### src/rtl/mem_port_arbiter_if.sv
`default_nettype none
// ============================================================================
// Module   : mem_port_arbiter_if
// Brief    : IF/MEM request ports and unified-memory handshake bundle.
// Revision : 1.0
// ============================================================================
interface mem_port_arbiter_if #(
    parameter int ADDR_W = 32,
    parameter int DATA_W = 32
);
    logic              if_req;
    logic [ADDR_W-1:0] if_addr;
    logic [DATA_W-1:0] if_rdata;
    logic              if_ready;
    logic              if_stall;
    logic              d_ren;
    logic              d_wen;
    logic [ADDR_W-1:0] d_addr;
    logic [DATA_W-1:0] d_wdata;
    logic [DATA_W-1:0] d_rdata;
    logic              d_ready;
    logic              d_stall;
    logic              m_req;
    logic              m_we;
    logic [ADDR_W-1:0] m_addr;
    logic [DATA_W-1:0] m_wdata;
    logic [DATA_W-1:0] m_rdata;
    logic              m_ack;
    logic              timeout_err;

    // master: the arbiter itself; slave: pipeline stages plus memory
    modport master (
        input  if_req, if_addr, d_ren, d_wen, d_addr, d_wdata, m_rdata, m_ack,
        output if_rdata, if_ready, if_stall, d_rdata, d_ready, d_stall,
        output m_req, m_we, m_addr, m_wdata, timeout_err
    );

    modport slave (
        output if_req, if_addr, d_ren, d_wen, d_addr, d_wdata, m_rdata, m_ack,
        input  if_rdata, if_ready, if_stall, d_rdata, d_ready, d_stall,
        input  m_req, m_we, m_addr, m_wdata, timeout_err
    );
endinterface
`default_nettype wire

### src/rtl/mem_port_arbiter.sv
`default_nettype none
// ============================================================================
// Module   : mem_port_arbiter
// Brief    : Data-over-instruction arbiter for a shared variable-latency
//            memory, with req/ack handshake and a watchdog abort.
// Revision : 1.0
// ============================================================================
module mem_port_arbiter #(
    parameter int ADDR_W  = 32,
    parameter int DATA_W  = 32,
    parameter int TIMEOUT = 255
) (
    input  logic               clk,
    input  logic               rst_n,
    mem_port_arbiter_if.master bus
);

    localparam logic [7:0] c_timeout = 8'(TIMEOUT);

    typedef enum logic [1:0] {
        S_IDLE = 2'd0,
        S_DATA = 2'd1,
        S_INST = 2'd2,
        S_DONE = 2'd3
    } state_t;

    state_t            r_state;
    logic [7:0]        r_cnt;
    logic              r_m_req;
    logic              r_m_we;
    logic [ADDR_W-1:0] r_m_addr;
    logic [DATA_W-1:0] r_m_wdata;
    logic [DATA_W-1:0] r_if_rdata;
    logic [DATA_W-1:0] r_d_rdata;
    logic              r_if_ready;
    logic              r_d_ready;
    logic              r_timeout_err;
    logic [7:0]        w_cnt_next;

    assign w_cnt_next = r_cnt + 8'd1;

    always_ff @(posedge clk or negedge rst_n) begin
        if (!rst_n) begin
            r_state       <= S_IDLE;
            r_cnt         <= '0;
            r_m_req       <= 1'b0;
            r_m_we        <= 1'b0;
            r_m_addr      <= '0;
            r_m_wdata     <= '0;
            r_if_rdata    <= '0;
            r_d_rdata     <= '0;
            r_if_ready    <= 1'b0;
            r_d_ready     <= 1'b0;
            r_timeout_err <= 1'b0;
        end else begin
            r_if_ready <= 1'b0;
            r_d_ready  <= 1'b0;
            case (r_state)
                S_IDLE: begin
                    if (bus.d_ren | bus.d_wen) begin
                        r_state   <= S_DATA;
                        r_m_req   <= 1'b1;
                        r_m_we    <= bus.d_wen;
                        r_m_addr  <= bus.d_addr;
                        r_m_wdata <= bus.d_wdata;
                        r_cnt     <= '0;
                    end else if (bus.if_req) begin
                        r_state   <= S_INST;
                        r_m_req   <= 1'b1;
                        r_m_we    <= 1'b0;
                        r_m_addr  <= bus.if_addr;
                        r_m_wdata <= bus.d_wdata;
                        r_cnt     <= '0;
                    end
                end
                S_DATA, S_INST: begin
                    // An ack arriving on the watchdog's last cycle still counts as success
                    if (bus.m_ack) begin
                        r_m_req <= 1'b0;
                        r_state <= S_DONE;
                        if (r_state == S_DATA) begin
                            r_d_ready <= 1'b1;
                            if (!r_m_we) begin
                                r_d_rdata <= bus.m_rdata;
                            end
                        end else begin
                            r_if_ready <= 1'b1;
                            r_if_rdata <= bus.m_rdata;
                        end
                    end else if (w_cnt_next == c_timeout) begin
                        r_m_req       <= 1'b0;
                        r_state       <= S_DONE;
                        r_timeout_err <= 1'b1;
                        r_cnt         <= w_cnt_next;
                        if (r_state == S_DATA) begin
                            r_d_ready <= 1'b1;
                            r_d_rdata <= '0;
                        end else begin
                            r_if_ready <= 1'b1;
                            r_if_rdata <= '0;
                        end
                    end else begin
                        r_cnt <= w_cnt_next;
                    end
                end
                S_DONE: begin
                    r_state <= S_IDLE;
                end
                default: begin
                    r_state <= S_IDLE;
                end
            endcase
        end
    end

    assign bus.m_req       = r_m_req;
    assign bus.m_we        = r_m_we;
    assign bus.m_addr      = r_m_addr;
    assign bus.m_wdata     = r_m_wdata;
    assign bus.if_rdata    = r_if_rdata;
    assign bus.d_rdata     = r_d_rdata;
    assign bus.if_ready    = r_if_ready;
    assign bus.d_ready     = r_d_ready;
    assign bus.timeout_err = r_timeout_err;

    // Combinational so the controller can freeze stages in the completing cycle's peer
    assign bus.if_stall = bus.if_req & ~r_if_ready;
    assign bus.d_stall  = (bus.d_ren | bus.d_wen) & ~r_d_ready;

endmodule
`default_nettype wire

### src/flat_wrapper.sv
// flat-port wrapper written by rule: the top's interface ports become plain ports
module mem_port_arbiter_flat 
#(
    parameter int ADDR_W  = 32,
    parameter int DATA_W  = 32,
    parameter int TIMEOUT = 255
)
  (clk, rst_n, bus_if_req, bus_if_addr, bus_d_ren, bus_d_wen, bus_d_addr, bus_d_wdata, bus_m_rdata, bus_m_ack, bus_if_rdata, bus_if_ready, bus_if_stall, bus_d_rdata, bus_d_ready, bus_d_stall, bus_m_req, bus_m_we, bus_m_addr, bus_m_wdata, bus_timeout_err);
  mem_port_arbiter_if #(.ADDR_W(ADDR_W), .DATA_W(DATA_W)) bus_i ();
  input  logic clk;
  input  logic rst_n;
  input wire logic [$bits(bus_i.if_req)-1:0] bus_if_req;
  input wire logic [$bits(bus_i.if_addr)-1:0] bus_if_addr;
  input wire logic [$bits(bus_i.d_ren)-1:0] bus_d_ren;
  input wire logic [$bits(bus_i.d_wen)-1:0] bus_d_wen;
  input wire logic [$bits(bus_i.d_addr)-1:0] bus_d_addr;
  input wire logic [$bits(bus_i.d_wdata)-1:0] bus_d_wdata;
  input wire logic [$bits(bus_i.m_rdata)-1:0] bus_m_rdata;
  input wire logic [$bits(bus_i.m_ack)-1:0] bus_m_ack;
  output wire logic [$bits(bus_i.if_rdata)-1:0] bus_if_rdata;
  output wire logic [$bits(bus_i.if_ready)-1:0] bus_if_ready;
  output wire logic [$bits(bus_i.if_stall)-1:0] bus_if_stall;
  output wire logic [$bits(bus_i.d_rdata)-1:0] bus_d_rdata;
  output wire logic [$bits(bus_i.d_ready)-1:0] bus_d_ready;
  output wire logic [$bits(bus_i.d_stall)-1:0] bus_d_stall;
  output wire logic [$bits(bus_i.m_req)-1:0] bus_m_req;
  output wire logic [$bits(bus_i.m_we)-1:0] bus_m_we;
  output wire logic [$bits(bus_i.m_addr)-1:0] bus_m_addr;
  output wire logic [$bits(bus_i.m_wdata)-1:0] bus_m_wdata;
  output wire logic [$bits(bus_i.timeout_err)-1:0] bus_timeout_err;
  assign bus_i.if_req = bus_if_req;
  assign bus_i.if_addr = bus_if_addr;
  assign bus_i.d_ren = bus_d_ren;
  assign bus_i.d_wen = bus_d_wen;
  assign bus_i.d_addr = bus_d_addr;
  assign bus_i.d_wdata = bus_d_wdata;
  assign bus_i.m_rdata = bus_m_rdata;
  assign bus_i.m_ack = bus_m_ack;
  assign bus_if_rdata = bus_i.if_rdata;
  assign bus_if_ready = bus_i.if_ready;
  assign bus_if_stall = bus_i.if_stall;
  assign bus_d_rdata = bus_i.d_rdata;
  assign bus_d_ready = bus_i.d_ready;
  assign bus_d_stall = bus_i.d_stall;
  assign bus_m_req = bus_i.m_req;
  assign bus_m_we = bus_i.m_we;
  assign bus_m_addr = bus_i.m_addr;
  assign bus_m_wdata = bus_i.m_wdata;
  assign bus_timeout_err = bus_i.timeout_err;
  mem_port_arbiter #(.ADDR_W(ADDR_W), .DATA_W(DATA_W), .TIMEOUT(TIMEOUT)) u_core (.clk(clk), .rst_n(rst_n), .bus(bus_i));
endmodule
### config.mk
export PLATFORM = sky130hd
export DESIGN_NAME = mem_port_arbiter_flat
export DESIGN_NICKNAME = d
export VERILOG_FILES = /design/src/rtl/mem_port_arbiter_if.sv /design/src/rtl/mem_port_arbiter.sv /design/src/flat_wrapper.sv
export SDC_FILE = /design/constraint.sdc
export NUM_CORES = 1
export LEC_CHECK = 0
export ABC_CLOCK_PERIOD_IN_PS = 2200
export BUFFER_PORTS_ARGS = -buffer_cell sky130_fd_sc_hd__buf_2
export CAP_MARGIN = 20
export CORE_MARGIN = 2
export CORE_UTILIZATION = 49
export CTS_CLUSTER_DIAMETER = 120
export DETAILED_ROUTE_END_ITERATION = 12
export PLACE_DENSITY_LB_ADDON = 0.05
export REMOVE_ABC_BUFFERS = 1
export SLEW_MARGIN = 20
export SYNTH_ARGS = -nofsm -noshare
export SYNTH_HDL_FRONTEND = slang
export SYNTH_SLANG_ARGS = --single-unit
export TNS_END_PERCENT = 20
### constraint.sdc
create_clock -name clk -period 2.2 [get_ports clk]
set_input_delay 0.22 -clock clk [delete_from_list [all_inputs] [get_ports clk]]
set_output_delay 0.22 -clock clk [all_outputs]
set_load 0.005 [all_outputs]
==> results.py, run 1 <==
metrics = {
    "run_status": {
        "outcome": "complete, no violations",
    },
    "final_layout": {
        "drive_above_1_share_pct": 42.7,
        "nFillCells": 1086,
        "fin_util_pct": 67.0,
        "diodes": 0,
        "nets": 1030,
        "final_cells": 1079,
        "final_area_um2": 8950,
        "syn_to_final_growth_pct": 33.0,
    },
    "critical_path": {
        "r2r_end": "u_core.bus.d_rdata[10]",
        "ff2ff_setup_slack_ns": 0.18,
        "setup.worst_path.start_class": "flip-flop",
        "r2r_cells": 7,
        "cp_slowest_stage_delay_ns": 0.43,
        "cp.required_ns": 2.44,
        "critical-path-top-delay-family": "compound AO/OA/AOI/OAI gates",
        "crit_fanout": 52,
        "crit_buf_inv": 1,
        "slowest_stage": "dfrtp_1",
        "r2r-start": "u_core.r_cnt[0]",
        "critical_path_class": "reg -> reg",
        "endpoint_kind": "flip-flop",
        "worstPathCellList": "ha_1 > nand2b_1 > o21ai_1 > o211ai_2 > nor2_4 > buf_12 > o221ai_1",
        "crit_arrival_ns": 2.26,
    },
    "placement": {
        "dp_hpwl_mm": 12.6,
        "placed_area_um2": 8300,
        "post-place-cells": 1046,
        "numPortBuffers": 268,
        "gp_congestion": 0.792,
        "dp_worst_setup_slack_ns": -0.129,
    },
    "sta": {
        "hold_violations": 0,
        "drv_slew": 0,
        "tightest_slew_ns": 1.06,
        "whs_ns": 0.0315,
        "min_period_over_period_pct": 91.6,
        "rsz0062_at_grt": "false",
        "fin_tns_setup_ns": 0,
        "max_freq_mhz": 496,
        "fin_skew_ns": 0.00905,
        "slew_headroom_pct": 29.2,
        "period_needed_ns": 2.02,
        "finalWorstSetupSlack_ns": 0.185,
        "setup_viol": 0,
    },
    "logic_synthesis": {
        "syn_area_per_cell_um2": 10.7,
        "synth_seq_cells": 143,
        "yosysWarnings": 0,
        "synth_edf_count": 0,
        "ys_seq_area_share_pct": 53.2,
        "synth-main-ff-cell": "dfrtp_1",
        "synth_area_um2": 6730,
        "async_reset_ff_share_pct": 100,
        "post_synth_num_cell_types": 43,
        "synthCells": 629,
    },
    "global_route": {
        "grt_pass1_wl_mm": 28.5,
        "overflow": 0,
        "grt_usage_pct": 24.7,
        "grt_pass1_vias": 5720,
        "grt_antenna_before_repair": 0,
        "grt_max_degree": 97,
    },
    "drt": {
        "dr_wl_met2_mm": 8.86,
        "antenna_left": 0,
        "route.vias.total": 5895,
        "wire_per_inst_um": 16.6,
        "wl_met1_mm": 7.36,
        "firstDrtPassIters": 5,
        "avgViaCountPerCell": 5.46,
        "drt_iter0_markers": 331,
        "drcViolationCount": 0,
        "routed-wl-met3_mm": 1.50,
        "wl_mm": 17.9,
        "highest_layer": "met4",
    },
    "cts": {
        "insertion_delay_ns": 0.42,
        "numCtsBuffers": 17,
        "cts_tree": "yes",
        "h-tree-depth": 4,
        "clk_pin_slew_ns": 0.06,
        "cts_num_sinks": 143,
        "cts-root-buf": "clkbuf_16",
        "cts_buffer_depth": 2,
    },
    "power_and_ir_drop": {
        "leakage_nw": 4.29,
        "p_per_area_nw_per_um2": 1540,
        "p_total_mw": 13.7,
        "irDropWorstVdd_mv": 0.869,
    },
    "min_path": {
        "holdCritStartpoint": "bus_d_wdata[14]",
        "hp-class": "in -> reg",
        "whs_path_depth": 2,
        "min_to": "u_core.bus.m_wdata[14]",
    },
    "floorplanning": {
        "coreArea_um2": 13300,
        "die-width_um": 121,
        "rows": 42,
        "ioPinCount": 269,
        "die_h_um": 121,
        "dieArea_um2": 14700,
        "start_util_pct": 50.4,
    },
    "run": {
        "drv_cap": 0,
    },
}
## cell usage after synthesis (3+ instances only)
| cell type | n | share of area, % |
|---|---|---|
| dfrtp_1 | 143 | 53 |
| nand2_1 | 137 | 7.6 |
| o21ai_0 | 69 | 5.1 |
| a22oi_1 | 63 | 7.0 |
| mux2_2 | 32 | 5.4 |
| mux2i_1 | 32 | 4.8 |
| clkbuf_1 | 30 | 1.7 |
| o221ai_2 | 20 | 4.5 |
| buf_2 | 13 | 0.97 |
| nor2_1 | 12 | 0.67 |
| o221ai_1 | 12 | 1.6 |
| o21ai_1 | 8 | 0.60 |
| ha_1 | 6 | 1.1 |
| inv_1 | 6 | 0.33 |
| nand2b_1 | 4 | 0.37 |
| a21oi_1 | 3 | 0.22 |
| buf_6 | 3 | 0.50 |
| nor3_1 | 3 | 0.22 |
## worst max path at each step
stage,start,endpoint,slack [ns],depth (start not counted)
2_1_floorplan,bus_d_wen,u_core.bus.m_addr[0],-1.90,2
3_5_place_dp,u_core.r_state[1],u_core.bus.if_rdata[10],-0.13,7
3_3_place_gp,u_core.r_state[0],u_core.bus.if_rdata[21],0.03,7
6_report,u_core.r_cnt[0],u_core.bus.d_rdata[10],0.18,7
5_1_grt,u_core.r_cnt[0],u_core.bus.d_rdata[6],0.05,7
4_1_cts,u_core.r_cnt[0],u_core.bus.d_rdata[10],0.19,7
## sequential cells by signal, summed over array words and instances, names as in the netlist
| register | cells |
|---|---|
| u_core.bus.d_rdata | 32 |
| u_core.bus.d_ready | 1 |
| u_core.bus.if_rdata | 32 |
| u_core.bus.if_ready | 1 |
| u_core.bus.m_addr | 32 |
| u_core.bus.m_req | 1 |
| u_core.bus.m_wdata | 32 |
| u_core.bus.m_we | 1 |
| u_core.bus.timeout_err | 1 |
| u_core.r_cnt | 8 |
| u_core.r_state | 2 |
## area by class of cell
class / count / area (µm²) / area share, %
Sequential cell: 143 / 3580 / 40.0
Multi-Input combinational cell: 431 / 2930 / 32.7
Timing Repair Buffer: 290 / 1570 / 17.5
Clock buffer: 18 / 439 / 4.91
Tap cell: 176 / 220 / 2.46
Clock inverter: 14 / 190 / 2.13
Inverter: 7 / 26.3 / 0.294
## placed cells by master, fill, tap and decap left out, drive strengths merged, types with 6 or more instances in the layout
cell / instances
mux2: 32
buf: 289
clkinv: 7
a22oi: 63
mux2i: 32
dfrtp: 143
o221ai: 32
o21ai: 77
clkbuf: 18
nor2: 14
inv: 8
ha: 6
nand2: 137
## where the power goes
part,switching [mW],internal [mW]
Combinational,3.06,2.81
Sequential,0.918,3.93
Clock,1.10,1.93
Total,5.07,8.66
## kinds of logic after synthesis
kind of cell | after synthesis | share of synthesized area, %
AOI/OAI and AO/OA | 190 | 21.2
xor gates and xnor gates | 4 | 0.521
adders and majority gates | 6 | 1.12
buffers and inverters | 55 | 3.68
DFF | 143 | 53.2
muxes | 64 | 10.1
and+or+nand+nor | 167 | 10.2
## metal layers
metal  up-vias  track usage (%)
met3        14             7.10
met4         0             7.18
met2       227             41.0
li1       2805                -
met1      2849             31.6
met5         -                0
## what timing repair did
item,4_1_cts,5_1_grt
setup buffers,0,0
endpoints found under the hold margin,51,0
hold buffers,1,0
resized for setup,1,0
setup endpoints to repair,9,0
(Power assumes the default switching activity.)
==> run 2: changes to the inputs <==
--- a/config.mk
+++ b/config.mk
@@ -12,8 +12,9 @@
 export CORE_UTILIZATION = 49
 export CTS_CLUSTER_DIAMETER = 120
 export DETAILED_ROUTE_END_ITERATION = 12
+export MAX_ROUTING_LAYER = met4
 export PLACE_DENSITY_LB_ADDON = 0.05
-export REMOVE_ABC_BUFFERS = 1
+export SETUP_SLACK_MARGIN = 0.02
 export SLEW_MARGIN = 20
 export SYNTH_ARGS = -nofsm -noshare
 export SYNTH_HDL_FRONTEND = slang
==> results.py, run 2 (synthesis results as in run 1) <==
metrics = {
    "floorplanning": {
        "coreArea_um2": 13300,
        "start_util_pct": 50.4,
        "ioPinCount": 269,
        "dieArea_um2": 14700,
        "die_h_um": 121,
        "rows": 42,
        "die-width_um": 121,
    },
    "drt": {
        "wire_per_inst_um": 16.9,
        "dr_wl_met2_mm": 9.14,
        "firstDrtPassIters": 5,
        "highest_layer": "met4",
        "antenna_left": 0,
        "avgViaCountPerCell": 5.46,
        "wl_met1_mm": 7.52,
        "route.vias.total": 5900,
        "drcViolationCount": 0,
        "wl_mm": 18.2,
        "routed-wl-met3_mm": 1.18,
        "drt_iter0_markers": 418,
    },
    "global_route": {
        "grt_pass1_wl_mm": 29.0,
        "overflow": 0,
        "grt_pass1_vias": 5913,
        "grt_usage_pct": 25.9,
        "grt_max_degree": 97,
        "grt_antenna_before_repair": 0,
    },
    "cts": {
        "h-tree-depth": 4,
        "numCtsBuffers": 17,
        "cts-root-buf": "clkbuf_16",
        "cts_tree": "yes",
        "insertion_delay_ns": 0.42,
        "cts_buffer_depth": 2,
        "cts_num_sinks": 143,
        "clk_pin_slew_ns": 0.06,
    },
    "critical_path": {
        "setup.worst_path.start_class": "flip-flop",
        "crit_path_start": "u_core.r_cnt[0]",
        "cp.required_ns": 2.47,
        "r2r-start": "u_core.r_cnt[0]",
        "cp_slowest_stage_delay_ns": 0.43,
        "crit_buf_inv": 1,
        "endpoint_kind": "flip-flop",
        "critical_path_class": "reg -> reg",
        "crit_fanout": 68,
        "crit_arrival_ns": 2.27,
        "worstPathCellList": "ha_1 > nand2b_1 > o21ai_1 > o211ai_2 > nor2_4 > buf_12 > o21ai_0",
        "slowest_stage": "dfrtp_1",
        "critical-path-top-delay-family": "compound AO/OA/AOI/OAI gates",
    },
    "power_and_ir_drop": {
        "power_frac_comb_pct": 42.5,
        "power_frac_seq_pct": 35.1,
        "p_per_area_nw_per_um2": 1540,
        "p_sw_mw": 5.03,
        "p_sw_share_pct": 36.4,
        "p_total_mw": 13.8,
        "irDropWorstVdd_mv": 0.795,
        "pwr-share-clk_pct": 22.4,
        "p_int_mw": 8.78,
        "leakage_nw": 4.30,
    },
    "placement": {
        "gp_congestion": 0.799,
        "numPortBuffers": 268,
        "dp_hpwl_mm": 12.9,
    },
    "min_path": {
        "hp-class": "in -> reg",
        "holdCritStartpoint": "bus_d_wdata[31]",
    },
    "final_layout": {
        "fin_util_pct": 67.3,
        "multiInputGateArea_um2": 2930,
        "seq_area_um2": 3580,
        "drive_above_1_share_pct": 42.7,
        "diodes": 0,
        "nFillCells": 1074,
        "syn_to_final_growth_pct": 33.5,
        "nets": 1031,
        "final_common_cell": "buf_2",
        "mostFrequentLayoutCells": "buf_2 (267), dfrtp_1 (143), nand2_1 (137)",
    },
    "run": {
        "drv_cap": 0,
    },
    "sta": {
        "period_needed_ns": 2.00,
        "drv_slew": 0,
        "max_freq_mhz": 500,
        "hold_violations": 0,
        "tightest_slew_ns": 1.05,
        "min_period_over_period_pct": 90.9,
        "setup_viol": 0,
        "fin_skew_ns": 0.00765,
        "rsz0062_at_grt": "false",
        "slew_headroom_pct": 29.7,
    },
    "logic_synthesis": {
        "synth_nets": 769,
    },
    "run_status": {
        "outcome": "complete, no violations",
    },
}
==> run 2: cell types whose count changed in the layout (fill, tap and decap cells not counted), sizes merged <==
cell      change
inv           -1
clkinv        -4
clkinvlp      +1
buf           +1
clkbuf        +4
==> run 2: layout make-up <==
cell class / count / share of cell area (%)
Timing Repair Buffer: 291 / 17.7
Multi-Input combinational cell: 431 / 32.6
Sequential cell: 143 / 39.9
Inverter: 7 / 0.293
Tap cell: 176 / 2.45
Clock inverter: 10 / 1.76
Clock buffer: 22 / 5.39
==> run 2: worst reg2reg max path: cells and delay by family, from the launching register on <==
| kind | cells | cell delay (ns) |
|---|---|---|
| flops | 1 | 0.43 |
| simple gates | 2 | 0.28 |
| fa+ha+maj | 1 | 0.28 |
| buf+inv | 1 | 0.31 |
| compound gates | 3 | 0.56 |
==> run 2: repair_timing <==
action,4_1_cts,5_1_grt
gates resized for setup,1,0
buffers inserted,0,0
endpoints found under the setup margin,7,0
hold buffers,1,0
hold endpoints to repair,41,0
==> run 2: final timing paths <==
path | cells after the start | end | slack (ns)
worst max-delay path | 7 | u_core.bus.if_rdata[30] | 0.20
max in group asynchronous | 3 | u_core.bus.m_addr[22] | 1.18
worst min-delay path | 2 | u_core.bus.m_wdata[31] | 0.03
worst max register to register | 7 | u_core.bus.if_rdata[30] | 0.20
worst min register to register | 1 | u_core.bus.timeout_err | 0.47
min in group asynchronous | 2 | u_core.bus.m_wdata[7] | 0.31
==> run 2: stage by stage <==
step                instance area (µm²)  setup TNS, ns  instances  hold slack [ns]  setup WS [ns]
floorplan                          6730              0        629          -0.0756          0.446
global placement                   8320              0       1047            0.169         0.0126
detailed placement                 8320         -0.211       1047            0.176        -0.0430
CTS                                8980              0       1080           0.0176          0.205
global route                       8980              0       1080           0.0176         0.0554
finish                             8980              0       1080           0.0301          0.201
==> run 2: layer usage <==
metal / GRT usage [%] / vias to the layer above
met2: 43.0 / 222
li1: - / 2790
met3: 5.22 / 32
met5: - / -
met4: 9.12 / 0
met1: 31.6 / 2856
==> run 2: power by group through the flow <==
stage	Clock [mW]	Sequential (mW)	Combinational (mW)
final	3.10	4.85	5.87
after floorplan	0	4.88	3.37
after CTS	3.13	4.84	5.94
after global routing	3.27	5.02	6.56
after global placement	0	4.78	5.72
after detailed placement	0	4.87	5.92
==> run 3: changes to the inputs <==
--- a/config.mk
+++ b/config.mk
@@ -12,6 +12,7 @@
 export CORE_UTILIZATION = 49
 export CTS_CLUSTER_DIAMETER = 120
 export DETAILED_ROUTE_END_ITERATION = 12
+export HOLD_SLACK_MARGIN = 0.1
 export MAX_ROUTING_LAYER = met4
 export PLACE_DENSITY_LB_ADDON = 0.05
 export SETUP_SLACK_MARGIN = 0.02
==> results.py, run 3 (synthesis results as in run 1) <==
metrics = {
    "run_status": {
        "outcome": "complete, no violations",
    },
    "global_route": {
        "grt_antenna_before_repair": 0,
        "grt_pass1_vias": 6386,
        "grt_pass1_wl_mm": 31.2,
        "grt_max_degree": 97,
        "grt_usage_pct": 27.7,
        "overflow": 0,
    },
    "sta": {
        "fin_skew_ns": 0.00943,
        "finalWorstSetupSlack_ns": 0.184,
        "rsz0062_at_grt": "false",
        "hold_violations": 0,
        "tightest_slew_ns": 1.05,
        "slew_headroom_pct": 29.9,
        "period_needed_ns": 2.02,
        "fin_tns_setup_ns": 0,
        "max_freq_mhz": 496,
        "setup_viol": 0,
        "whs_ns": 0.109,
        "drv_slew": 0,
        "min_period_over_period_pct": 91.6,
    },
    "placement": {
        "dp_hpwl_mm": 12.9,
        "post-place-cells": 1047,
        "numPortBuffers": 268,
        "gp_congestion": 0.799,
        "dp_worst_setup_slack_ns": -0.0430,
        "placed_area_um2": 8320,
    },
    "final_layout": {
        "mostFrequentLayoutCells": "buf_2 (267), dfrtp_1 (143), nand2_1 (137)",
        "syn_to_final_growth_pct": 44.2,
        "drive_above_1_share_pct": 39.5,
        "final_cells": 1153,
        "final_area_um2": 9700,
        "nFillCells": 997,
        "fin_util_pct": 72.7,
        "nets": 1103,
        "final_common_cell": "buf_2",
    },
    "drt": {
        "wire_per_inst_um": 16.9,
        "wl_mm": 19.5,
        "antenna_left": 0,
        "route.vias.total": 6230,
        "drt_iter0_markers": 433,
        "firstDrtPassIters": 4,
        "drcViolationCount": 0,
        "avgViaCountPerCell": 5.40,
    },
    "cts": {
        "clk_pin_slew_ns": 0.06,
        "cts_num_sinks": 143,
        "cts_tree": "yes",
        "h-tree-depth": 4,
        "cts-root-buf": "clkbuf_16",
        "numCtsBuffers": 17,
        "insertion_delay_ns": 0.42,
        "cts_buffer_depth": 2,
        "post-cts-setup-buffers": 0,
    },
    "floorplanning": {
        "start_util_pct": 50.4,
        "die_h_um": 121,
        "ioPinCount": 269,
        "coreArea_um2": 13300,
        "rows": 42,
        "die-width_um": 121,
        "dieArea_um2": 14700,
    },
    "power_and_ir_drop": {
        "p_total_mw": 14.0,
        "irDropWorstVdd_mv": 0.842,
        "p_per_area_nw_per_um2": 1440,
        "leakage_nw": 4.60,
    },
    "critical_path": {
        "setup.worst_path.start_class": "flip-flop",
        "endpoint_kind": "flip-flop",
        "cp_slowest_stage_delay_ns": 0.43,
        "slowest_stage": "dfrtp_1",
        "crit_arrival_ns": 2.28,
        "critical-path-top-delay-family": "compound AO/OA/AOI/OAI gates",
        "cp.required_ns": 2.47,
        "worstPathCellList": "ha_1 > nand2b_1 > o21ai_1 > o211ai_2 > nor2_4 > buf_12 > o21ai_0",
        "crit_fanout": 68,
        "crit_buf_inv": 1,
        "critical_path_class": "reg -> reg",
    },
    "run": {
        "drv_cap": 0,
    },
    "logic_synthesis": {
        "synth_nets": 769,
    },
    "min_path": {
        "hp-class": "in -> reg",
    },
}
run 3: cell types whose count changed in the layout (fill, tap and decap cells not counted):
cell	change
diode_2	+1
dlygate4sd3_1	+72
run 3: power by group:
part	internal (mW)	leakage [nW]	total [mW]	switching, mW
logic	2.93	2.66	6.01	3.09
clock network	2.01	0.308	3.09	1.08
registers	3.93	1.63	4.86	0.928
run 3: layer usage:
metal / routed length [µm] / up-vias / global-route usage [%]
met4: 554 / 0 / 11.4
li1: - / 2936 / -
met2: 9920 / 248 / 46.8
met3: 1190 / 46 / 5.69
met1: 7850 / 3000 / 32.4
met5: 0 / - / -
run 3: path summary, 6_finish.rpt:
| kind | cells after the start | slack, ns | start | to |
|---|---|---|---|---|
| setup / recovery | 7 | 0.18 | u_core.r_cnt[0] | u_core.bus.if_rdata[30] |
| hold / removal | 3 | 0.11 | bus_if_addr[12] | u_core.bus.m_addr[12] |
| setup reg to reg | 7 | 0.18 | u_core.r_cnt[0] | u_core.bus.if_rdata[30] |
| hold reg to reg | 1 | 0.46 | u_core.bus.timeout_err | u_core.bus.timeout_err |
| max in group asynchronous | 3 | 1.18 | rst_n | u_core.bus.m_addr[22] |
| min in group asynchronous | 2 | 0.31 | rst_n | u_core.bus.m_wdata[7] |
run 3: tightest hold or removal path: stages:
cell and delay (ns):
buf_2 0.08, mux2i_1 0.05, o21ai_0 0.13
run 3: what timing repair did:
action | CTS | global route
hold buffers | 73 | 0
gates resized for setup | 1 | 0
endpoints found under the hold margin | 110 | 0
setup endpoints to repair | 7 | 0
run 3: layout make-up:
cell class	instances	area, µm²	area share (%)
Antenna cell	1	2.50	0.0258
Clock inverter	10	158	1.62
Inverter	7	26.3	0.271
Sequential cell	143	3580	36.9
Clock buffer	22	484	4.99
Multi-Input combinational cell	431	2930	30.2
Timing Repair Buffer	363	2310	23.8
Tap cell	176	220	2.27
